### config.mk
export PLATFORM = sky130hd
export DESIGN_NAME = reg4_write_arbiter_flat
export DESIGN_NICKNAME = d
export VERILOG_FILES = /design/src/rtl/reg4_write_arbiter_if.sv /design/src/rtl/reg4_write_arbiter.sv /design/src/flat_wrapper.sv
export SDC_FILE = /design/constraint.sdc
export NUM_CORES = 1
export LEC_CHECK = 0
export ABC_AREA = 1
export CAP_MARGIN = 20
export CORE_MARGIN = 5
export CORE_UTILIZATION = 35
export CTS_CLUSTER_DIAMETER = 60
export DETAILED_ROUTE_END_ITERATION = 10
export MAX_ROUTING_LAYER = met4
export PLACE_DENSITY = 0.62
export SYNTH_ARGS = -nofsm -noshare
export SYNTH_HDL_FRONTEND = slang
export SYNTH_SLANG_ARGS = --single-unit
### constraint.sdc
create_clock -name clk -period 2.2 [get_ports clk]
set_clock_uncertainty 0.15 [all_clocks]
set_input_delay 0.22 -clock clk [delete_from_list [all_inputs] [get_ports clk]]
set_output_delay 0.22 -clock clk [all_outputs]
set_load 0.03 [all_outputs]
### src/rtl/reg4_write_arbiter_if.sv
// ---------------------------------------------------------------------------
// Module      : reg4_write_arbiter_if
// Description : Request/acknowledge bus between four write clients and the
//               shared-register write arbiter. Clients use the master view,
//               the arbiter uses the slave view.
// Revision    : 1.0 - initial release
// ---------------------------------------------------------------------------
`timescale 1ns/1ps
`default_nettype none

interface reg4_write_arbiter_if #(
  parameter int WIDTH = 4
);
  logic [3:0]         req;      // one request bit per client
  logic [4*WIDTH-1:0] data_in;  // lane i = data_in[i*WIDTH +: WIDTH]
  logic [3:0]         grant;    // one-hot winner, 0 when idle
  logic [3:0]         ack;      // one-hot, one-cycle commit pulse
  logic               reg_en;   // load enable into the shared register
  logic [WIDTH-1:0]   reg_d;    // latched winner data
  logic [WIDTH-1:0]   q;        // shared register contents
  logic               busy;     // arbiter not idle

  modport master (
    output req, data_in,
    input  grant, ack, reg_en, reg_d, q, busy
  );

  modport slave (
    input  req, data_in,
    output grant, ack, reg_en, reg_d, q, busy
  );
endinterface

`default_nettype wire

### src/rtl/reg4_write_arbiter.sv
// ---------------------------------------------------------------------------
// Module      : reg4_write_arbiter
// Description : Arbitrates four write requesters onto one shared WIDTH-bit
//               load-enable register. Each write takes three cycles:
//               IDLE (sample/grant) -> WRITE (reg_en) -> ACK (ack pulse).
//               Build option: define REG4_ARB_FIXED_PRIO_EN for fixed
//               priority (req[0] highest); otherwise round-robin.
// Revision    : 1.0 - initial release
// ---------------------------------------------------------------------------
`timescale 1ns/1ps
`default_nettype none

// Shared storage element: async-reset register that loads on enable.
module reg4_war_dreg #(
  parameter int WIDTH = 4
) (
  input  wire logic             clk,
  input  wire logic             reset,
  input  wire logic             i_en,
  input  wire logic [WIDTH-1:0] i_d,
  output logic      [WIDTH-1:0] o_q
);
  logic [WIDTH-1:0] r_q;

  // Hold contents unless enabled; reset clears immediately.
  always_ff @(posedge clk or posedge reset) begin
    if (reset) begin
      r_q <= '0;
    end else if (i_en) begin
      r_q <= i_d;
    end
  end

  assign o_q = r_q;
endmodule

module reg4_write_arbiter #(
  parameter int WIDTH = 4
) (
  input  wire logic            clk,
  input  wire logic            reset,
  reg4_write_arbiter_if.slave  bus
);

  typedef enum logic [1:0] {
    S_IDLE  = 2'd0,
    S_WRITE = 2'd1,
    S_ACK   = 2'd2
  } state_t;

  state_t           r_state;
  state_t           w_state_nxt;

  logic [3:0]       r_grant;
  logic [WIDTH-1:0] r_reg_d;
  logic [WIDTH-1:0] w_q;

  logic [1:0]       w_win;
  logic             w_any;
  logic             w_load_grant;
  logic             w_clr_grant;
  logic             w_reg_en;
  logic [3:0]       w_ack;

  assign w_any = |bus.req;

`ifdef REG4_ARB_FIXED_PRIO_EN
  // Fixed priority: lowest-numbered active request wins.
  always_comb begin
    w_win = 2'd0;
    for (int k = 3; k >= 0; k--) begin
      if (bus.req[k]) begin
        w_win = 2'(k);
      end
    end
  end
`else
  logic [1:0] r_ptr;  // last winner; search starts just after it
  logic [1:0] r_win;  // winner of the transaction in flight

  // Round-robin: first active request in order ptr+1, ptr+2, ptr+3, ptr.
  always_comb begin
    logic       found;
    logic [1:0] idx;
    w_win = r_ptr;
    found = 1'b0;
    idx   = 2'd0;
    for (int k = 1; k <= 4; k++) begin
      idx = r_ptr + 2'(k);
      if (!found && bus.req[idx]) begin
        w_win = idx;
        found = 1'b1;
      end
    end
  end

  // Capture the winner at grant time and retire it into ptr on ACK exit.
  always_ff @(posedge clk or posedge reset) begin
    if (reset) begin
      r_ptr <= 2'd3;
      r_win <= 2'd0;
    end else begin
      if (w_load_grant) begin
        r_win <= w_win;
      end
      if (w_clr_grant) begin
        r_ptr <= r_win;
      end
    end
  end
`endif

  // State register.
  always_ff @(posedge clk or posedge reset) begin
    if (reset) begin
      r_state <= S_IDLE;
    end else begin
      r_state <= w_state_nxt;
    end
  end

  // Next-state and per-state controls; requests are looked at only in IDLE.
  always_comb begin
    w_state_nxt  = r_state;
    w_load_grant = 1'b0;
    w_clr_grant  = 1'b0;
    w_reg_en     = 1'b0;
    w_ack        = 4'b0000;
    case (r_state)
      S_IDLE: begin
        if (w_any) begin
          w_load_grant = 1'b1;
          w_state_nxt  = S_WRITE;
        end
      end
      S_WRITE: begin
        w_reg_en    = 1'b1;
        w_state_nxt = S_ACK;
      end
      S_ACK: begin
        w_ack       = r_grant;
        w_clr_grant = 1'b1;
        w_state_nxt = S_IDLE;
      end
      default: begin
        w_state_nxt = S_IDLE;
      end
    endcase
  end

  // Grant and data are latched together so later data_in changes are ignored.
  always_ff @(posedge clk or posedge reset) begin
    if (reset) begin
      r_grant <= 4'b0000;
      r_reg_d <= '0;
    end else if (w_load_grant) begin
      r_grant <= 4'd1 << w_win;
      r_reg_d <= bus.data_in[w_win*WIDTH +: WIDTH];
    end else if (w_clr_grant) begin
      r_grant <= 4'b0000;
    end
  end

  reg4_war_dreg #(
    .WIDTH (WIDTH)
  ) u_dreg (
    .clk   (clk),
    .reset (reset),
    .i_en  (w_reg_en),
    .i_d   (r_reg_d),
    .o_q   (w_q)
  );

  assign bus.grant  = r_grant;
  assign bus.ack    = w_ack;
  assign bus.reg_en = w_reg_en;
  assign bus.reg_d  = r_reg_d;
  assign bus.q      = w_q;
  assign bus.busy   = (r_state != S_IDLE);

endmodule

`default_nettype wire

### src/flat_wrapper.sv
// flat-port wrapper written by rule: the top's interface ports become plain ports
module reg4_write_arbiter_flat 
#(
  parameter int WIDTH = 4
)
  (clk, reset, bus_req, bus_data_in, bus_grant, bus_ack, bus_reg_en, bus_reg_d, bus_q, bus_busy);
  reg4_write_arbiter_if #(.WIDTH(WIDTH)) bus_i ();
  input  wire logic clk;
  input  wire logic reset;
  input wire logic [$bits(bus_i.req)-1:0] bus_req;
  input wire logic [$bits(bus_i.data_in)-1:0] bus_data_in;
  output wire logic [$bits(bus_i.grant)-1:0] bus_grant;
  output wire logic [$bits(bus_i.ack)-1:0] bus_ack;
  output wire logic [$bits(bus_i.reg_en)-1:0] bus_reg_en;
  output wire logic [$bits(bus_i.reg_d)-1:0] bus_reg_d;
  output wire logic [$bits(bus_i.q)-1:0] bus_q;
  output wire logic [$bits(bus_i.busy)-1:0] bus_busy;
  assign bus_i.req = bus_req;
  assign bus_i.data_in = bus_data_in;
  assign bus_grant = bus_i.grant;
  assign bus_ack = bus_i.ack;
  assign bus_reg_en = bus_i.reg_en;
  assign bus_reg_d = bus_i.reg_d;
  assign bus_q = bus_i.q;
  assign bus_busy = bus_i.busy;
  reg4_write_arbiter #(.WIDTH(WIDTH)) u_core (.clk(clk), .reset(reset), .bus(bus_i));
endmodule
## Word-level counts from Yosys, hierarchy flattened

Cells that the tools add are included.

| cells by class | value |
|---|---|
| $add $sub $neg | 3 |
| order comparisons | 4 |
| equal/unequal tests | 3 |
| shift operators | 2 |
| multiplexer cells | 24 |
| reductions and logical operators | 10 |

Operators with widths:

| kind | number |
|---|---|
| indexed part select 16 x 5 -> 4 bit | 1 |
| < comparator 2 x 3 -> 1 bit, second input constant | 4 |
| 2-to-1 mux 4 bit | 3 |
| 2-to-1 mux 1 bit | 11 |
| 2-to-1 mux 2 bit | 5 |
| binary-select mux 1 bit (select 2 bit) | 4 |
| adder 2 bit, second input constant | 2 |
| one-hot mux 2 bit (2 select lines) | 1 |
| nonzero test 2 bit | 2 |
| OR reduction 4 bit | 1 |
| left shift 1 x 2 -> 4 bit, first input constant | 1 |
| logical AND 1 bit | 3 |
| logical NOT 1 bit | 3 |
| adder 2 x 1 -> 2 bit, second input constant | 1 |
| == test 2 x 1 -> 1 bit, second input constant | 1 |
| == test 2 bit, second input constant | 1 |
| logical NOT 2 bit | 1 |
| inequality test 2 x 1 -> 1 bit, second input constant | 1 |

| word-level totals | value |
|---|---|
| register bits | 18 |
| output and inout port bits | 18 |

## Depth between registers and ports, before layout

| logic depth | value |
|---|---|
| word-level depth | 15 |
| gate-level depth with buffers | 14 |
| gate-level depth less buffers | 13 |

## Cells and area by module

From an unflattened synthesis, not the netlist that was laid out.

| unflattened totals | value |
|---|---|
| cell total of the unflattened synthesis | 161 |
| area total of the unflattened synthesis | 1,198.6 sq um |

By module, submodules not included:

| module | times used | cells each | area an instance (sq um) | seq. area each (sq um) |
|---|---|---|---|---|
| reg4_write_arbiter | 1 | 143 | 1,046.0 | 352.8 |
| reg4_war_dreg | 1 | 18 | 152.6 | 100.1 |

## Worst setup path after synthesis

No wires, ideal clock.

| timing | value |
|---|---|
| kind | flip-flop to flip-flop |
| from | register u_core.r_ptr[0] |
| to | register u_core.r_reg_d[0], in the netlist u_core.bus.reg_d[0] |
| library setup time | 118 ps |
| data arrival time | 1,500 ps |
| path slack | 433 ps |
| stages on the path, launching flop included | 15 |
| clock period less this slack | 1,767 ps |
| cells stage by stage | dfstp_2 > buf_6 > inv_8 > nand2_1 > nand2_2 > nand2_2 > nand2_4 > inv_6 > nand3_2 > inv_2 > nand2_1 > nand2_4 > nand3_1 > nand3_1 > nand2_1 |

| on the way | value |
|---|---|
| word-level cells in the longest chain between the ends | 14 |
| elaborated cells on any way between the ends | 25 |
| classes of those cells | add/sub: 3; shift: 1; mux: 15; reduce/logical: 6 |

Ends and longest elaborated chain:

| what | line | text |
|---|---|---|
| from (decl) | reg4_write_arbiter.sv:78 | `logic [1:0] r_ptr;` |
| from (signal assigned) | reg4_write_arbiter.sv:107 | `r_ptr <= r_win;` |
| adder 2 x 1 -> 2 bit | reg4_write_arbiter.sv:89 | `idx = r_ptr + 2'(k);` |
| binary-select mux 1 bit (select 2 bit) | reg4_write_arbiter.sv:90 | `if (!found && bus.req[idx]) begin` |
| 2-to-1 mux 1 bit (implied by the code) | reg4_write_arbiter.sv:90 |  |
| 2-to-1 mux 1 bit | reg4_write_arbiter.sv:90 |  |
| logical NOT 1 bit | reg4_write_arbiter.sv:90 |  |
| logical AND 1 bit | reg4_write_arbiter.sv:90 |  |
| 2-to-1 mux 1 bit | reg4_write_arbiter.sv:90 |  |
| logical NOT 1 bit | reg4_write_arbiter.sv:90 |  |
| logical AND 1 bit | reg4_write_arbiter.sv:90 |  |
| 2-to-1 mux 1 bit | reg4_write_arbiter.sv:90 |  |
| logical NOT 1 bit | reg4_write_arbiter.sv:90 |  |
| logical AND 1 bit | reg4_write_arbiter.sv:90 |  |
| 2-to-1 mux 2 bit * | reg4_write_arbiter.sv:90 |  |
| indexed part select 16 x 5 -> 4 bit * | reg4_write_arbiter.sv:158 | `r_reg_d <= bus.data_in[w_win*WIDTH +: WIDTH];` |
| to (signal assigned) | reg4_write_arbiter.sv:158 |  |
| to (decl) | reg4_write_arbiter.sv:55 | `logic [WIDTH-1:0] r_reg_d;` |

Every way passes the cells marked *; elsewhere a longest branch is shown, timed or not. The select of a mux whose other input is x is not followed.
A chain may end at the register's enable or synchronous reset.

## Final worst setup path

Ends and elaborated chain as after synthesis.

==> results.yml <==
power:
  leakage_uw: 0.000843
  power_per_cell_area_mw_per_mm2: 1700
  vdd_ir_drop_max_mv: 0.480
  power_uw: 2810
setup_path:
  worstPathRequired_ps: 2240
  worst_ep_arrival_time_ps: 2040
  crit_fanout: 10
  worst-setup-path-type: "flop to flop"
  start_kind: "flop"
  cp-end-kind: "flop"
cts:
  cts_sinks: 18
  root_buffer: "clkbuf_4"
  insertion_delay_ps: 290
  htreeDepth: 1
  cts_hold_buf: 0
  clkTransAtPathRegs_ps: 100
  cts_buffers: 3
  cts_tree: "done"
  clockBufferDepth: 2
synthesis:
  yosysTopAreaCell: "dfrtp_1"
  netlist_instances: 162
  syn-mean-instance-area_sq_um: 7.20
  synth.distinct_cells: 20
  synth.ff_latch_count: 18
  ys_warn_count: 0
  synth_area_leaders: "dfrtp_1, nand2_1, nand3_1"
  synth_area_sq_mm: 0.00117
  ys_top_cells_by_count: "nand2_1, nand3_1, inv_1, dfrtp_1, nand2_2"
  synth.most_common_cell: "nand2_1"
  yosysSeqAreaShare_pct: 38.8
  synth_top_area_share_pct: 34.3
  async_flop_share_pct: 100
  synth_ff_type: "dfrtp_1"
  synth_edf_count: 0
  synth_nets: 184
global_route:
  grt_pass1_wl_mm: 5.02
  grt_usage_pct: 14.8
  antenna_found_initial: 0
  grt_pass1_vias: 1156
  grt_max_degree: 19
  grt.overflow.total: 0
timing:
  layout_min_cycle_time_ps: 2000
  fmax_mhz: 500
  setup_viol: 0
  tns_ps: 0
  finalCritPeriodShare_pct: 90.9
  slew_headroom_pct: 56.3
  drv_slew: 0
  rsz0062_at_grt: "no"
  hold_viol_final: 0
  worst_pin_slew_ps: 654
floorplan:
  initial_core_util_pct: 35.5
  rows: 21
  fp.dieW_um: 67.7
  die_h_um: 67.7
  io_pins: 40
  coreArea_sq_mm: 0.00328
  die-area_sq_mm: 0.00459
routing:
  drtIter0Drc: 59
  routed_wl_mm: 2.96
  wire_per_inst_um: 11.8
  ant_nets: 0
  num_vias: 1169
  dr.pass1.iters: 4
  via_per_inst: 4.64
  drc: 0
final_layout:
  num-fill-cells: 350
  num_antenna_cells: 0
  syn_to_final_growth_pct: 41.4
  seqCellArea_sq_um: 453
  finish.net_count: 229
  multi_input_area_sq_um: 611
  stdcell_area_sq_mm: 0.00165
  fin_util_pct: 50.2
  final_layout_size_suffix_gt1_share_pct: 18.9
placed_design:
  portBuffers: 39
  place_area_sq_mm: 0.00162
  dpl.hpwl_mm: 2.52
  place_congestion: 0.789
min_path:
  hp-class: "input pin to async pin"
run_status:
  status: "completed"
job:
  maxCapViolCount: 0
where the power goes:
group | total [uW] | internal (uW) | switching (uW)
clock network | 199 | 101 | 97.9
logic | 1980 | 717 | 1260
registers | 633 | 503 | 130
total | 2810 | 1320 | 1490
cells by family (layout without fill, tap and decap cells):
kind of cell / after synthesis / in the layout / share of synthesized area (%)
buffers and inverters: 22 / 66 / 8.80
AO/OA/AOI/OAI: 9 / 9 / 4.61
AND/OR/NAND/NOR: 113 / 113 / 47.7
flip-flops: 18 / 18 / 38.8
area by class of cell:
cell class                 instances  share of cell area, %
timing repair buffer              41                   24.3
inverter                          21                   5.54
tap                               46                   3.49
sequential                        18                   27.5
multi-input combinational        122                   37.0
clock buffer                       4                   2.20
registers in the layout, summed over array words and instances (netlist names):
register / cells
u_core.r_win: 2
u_core.bus.reg_d: 4
u_core.r_state: 2
u_core.u_dreg.o_q: 4
u_core.r_ptr: 2
u_core.bus.grant: 4
worst max-delay path, stage by stage (launching register included):
cell	delay, ps
dfstp_2	730
inv_8	80
nand2_2	70
nand2_2	70
nand2_2	90
nand2_4	70
inv_6	80
nand3_2	90
inv_2	70
nand2_1	80
nand2_4	110
nand3_1	70
nand3_1	70
nand2_1	50
what timing repair did:
item | 4_1_cts | 5_1_grt
endpoints found under the setup margin | 4 | 0
resized for setup | 4 | 0
buffers inserted | 0 | 0
layout by cell type, fill, tap and decap left out:
cell type / synthesis / layout
nand3_1: 19 / 19
inv_6: 1 / 1
clkbuf_4: 0 / 3
nor2_1: 8 / 8
a21oi_1: 1 / 1
o21ai_0: 3 / 3
dfstp_2: 2 / 2
or2_2: 1 / 1
o22ai_1: 4 / 4
nand2_4: 6 / 6
dlygate4sd2_1: 0 / 4
inv_8: 1 / 1
nand3_2: 3 / 3
inv_2: 2 / 2
inv_1: 17 / 17
nor2_2: 1 / 1
nand2_1: 59 / 59
dfrtp_1: 16 / 16
clkbuf_8: 0 / 1
nand2_2: 15 / 15
clkdlybuf4s50_1: 0 / 35
buf_4: 0 / 2
o21ai_2: 1 / 1
nor4_1: 1 / 1
through the flow:
stage / std cells / worst slack [ps] / hold slack, ps
final: 252 / 199 / 160
after global routing: 252 / 51.2 / 201
after CTS: 252 / 179 / 182
after detailed placement: 248 / 213 / 318
after global placement: 248 / 257 / 307
after floorplan: 162 / 433 / 7.11
final timing paths:
kind	cells after the start	startpoint	to	slack, ps
setup / recovery	13	u_core.r_ptr[0]$_DFFE_PP1N_	u_core.bus.reg_d[0]$_DFFE_PP0P_	200
hold / removal	2	reset	u_core.r_state[0]$_DFFE_PP0P_	160
max in group asynchronous	2	reset	u_core.bus.reg_d[3]$_DFFE_PP0P_	1320
hold reg to reg	2	u_core.u_dreg.o_q[1]$_DFFE_PP0P_	u_core.u_dreg.o_q[1]$_DFFE_PP0P_	330
setup reg to reg	13	u_core.r_ptr[0]$_DFFE_PP1N_	u_core.bus.reg_d[0]$_DFFE_PP0P_	200
min in group clk	2	u_core.u_dreg.o_q[1]$_DFFE_PP0P_	u_core.u_dreg.o_q[1]$_DFFE_PP0P_	330
routing by layer:
layer	global-route usage (%)	share of wire (%)	up-vias
met2	23.7	48	34
met5	-	0	-
met1	18.8	47	531
li1	-	-	600
met3	2.50	3.4	4
met4	4.81	1.1	0
Power figures use the tool's default switching activity.
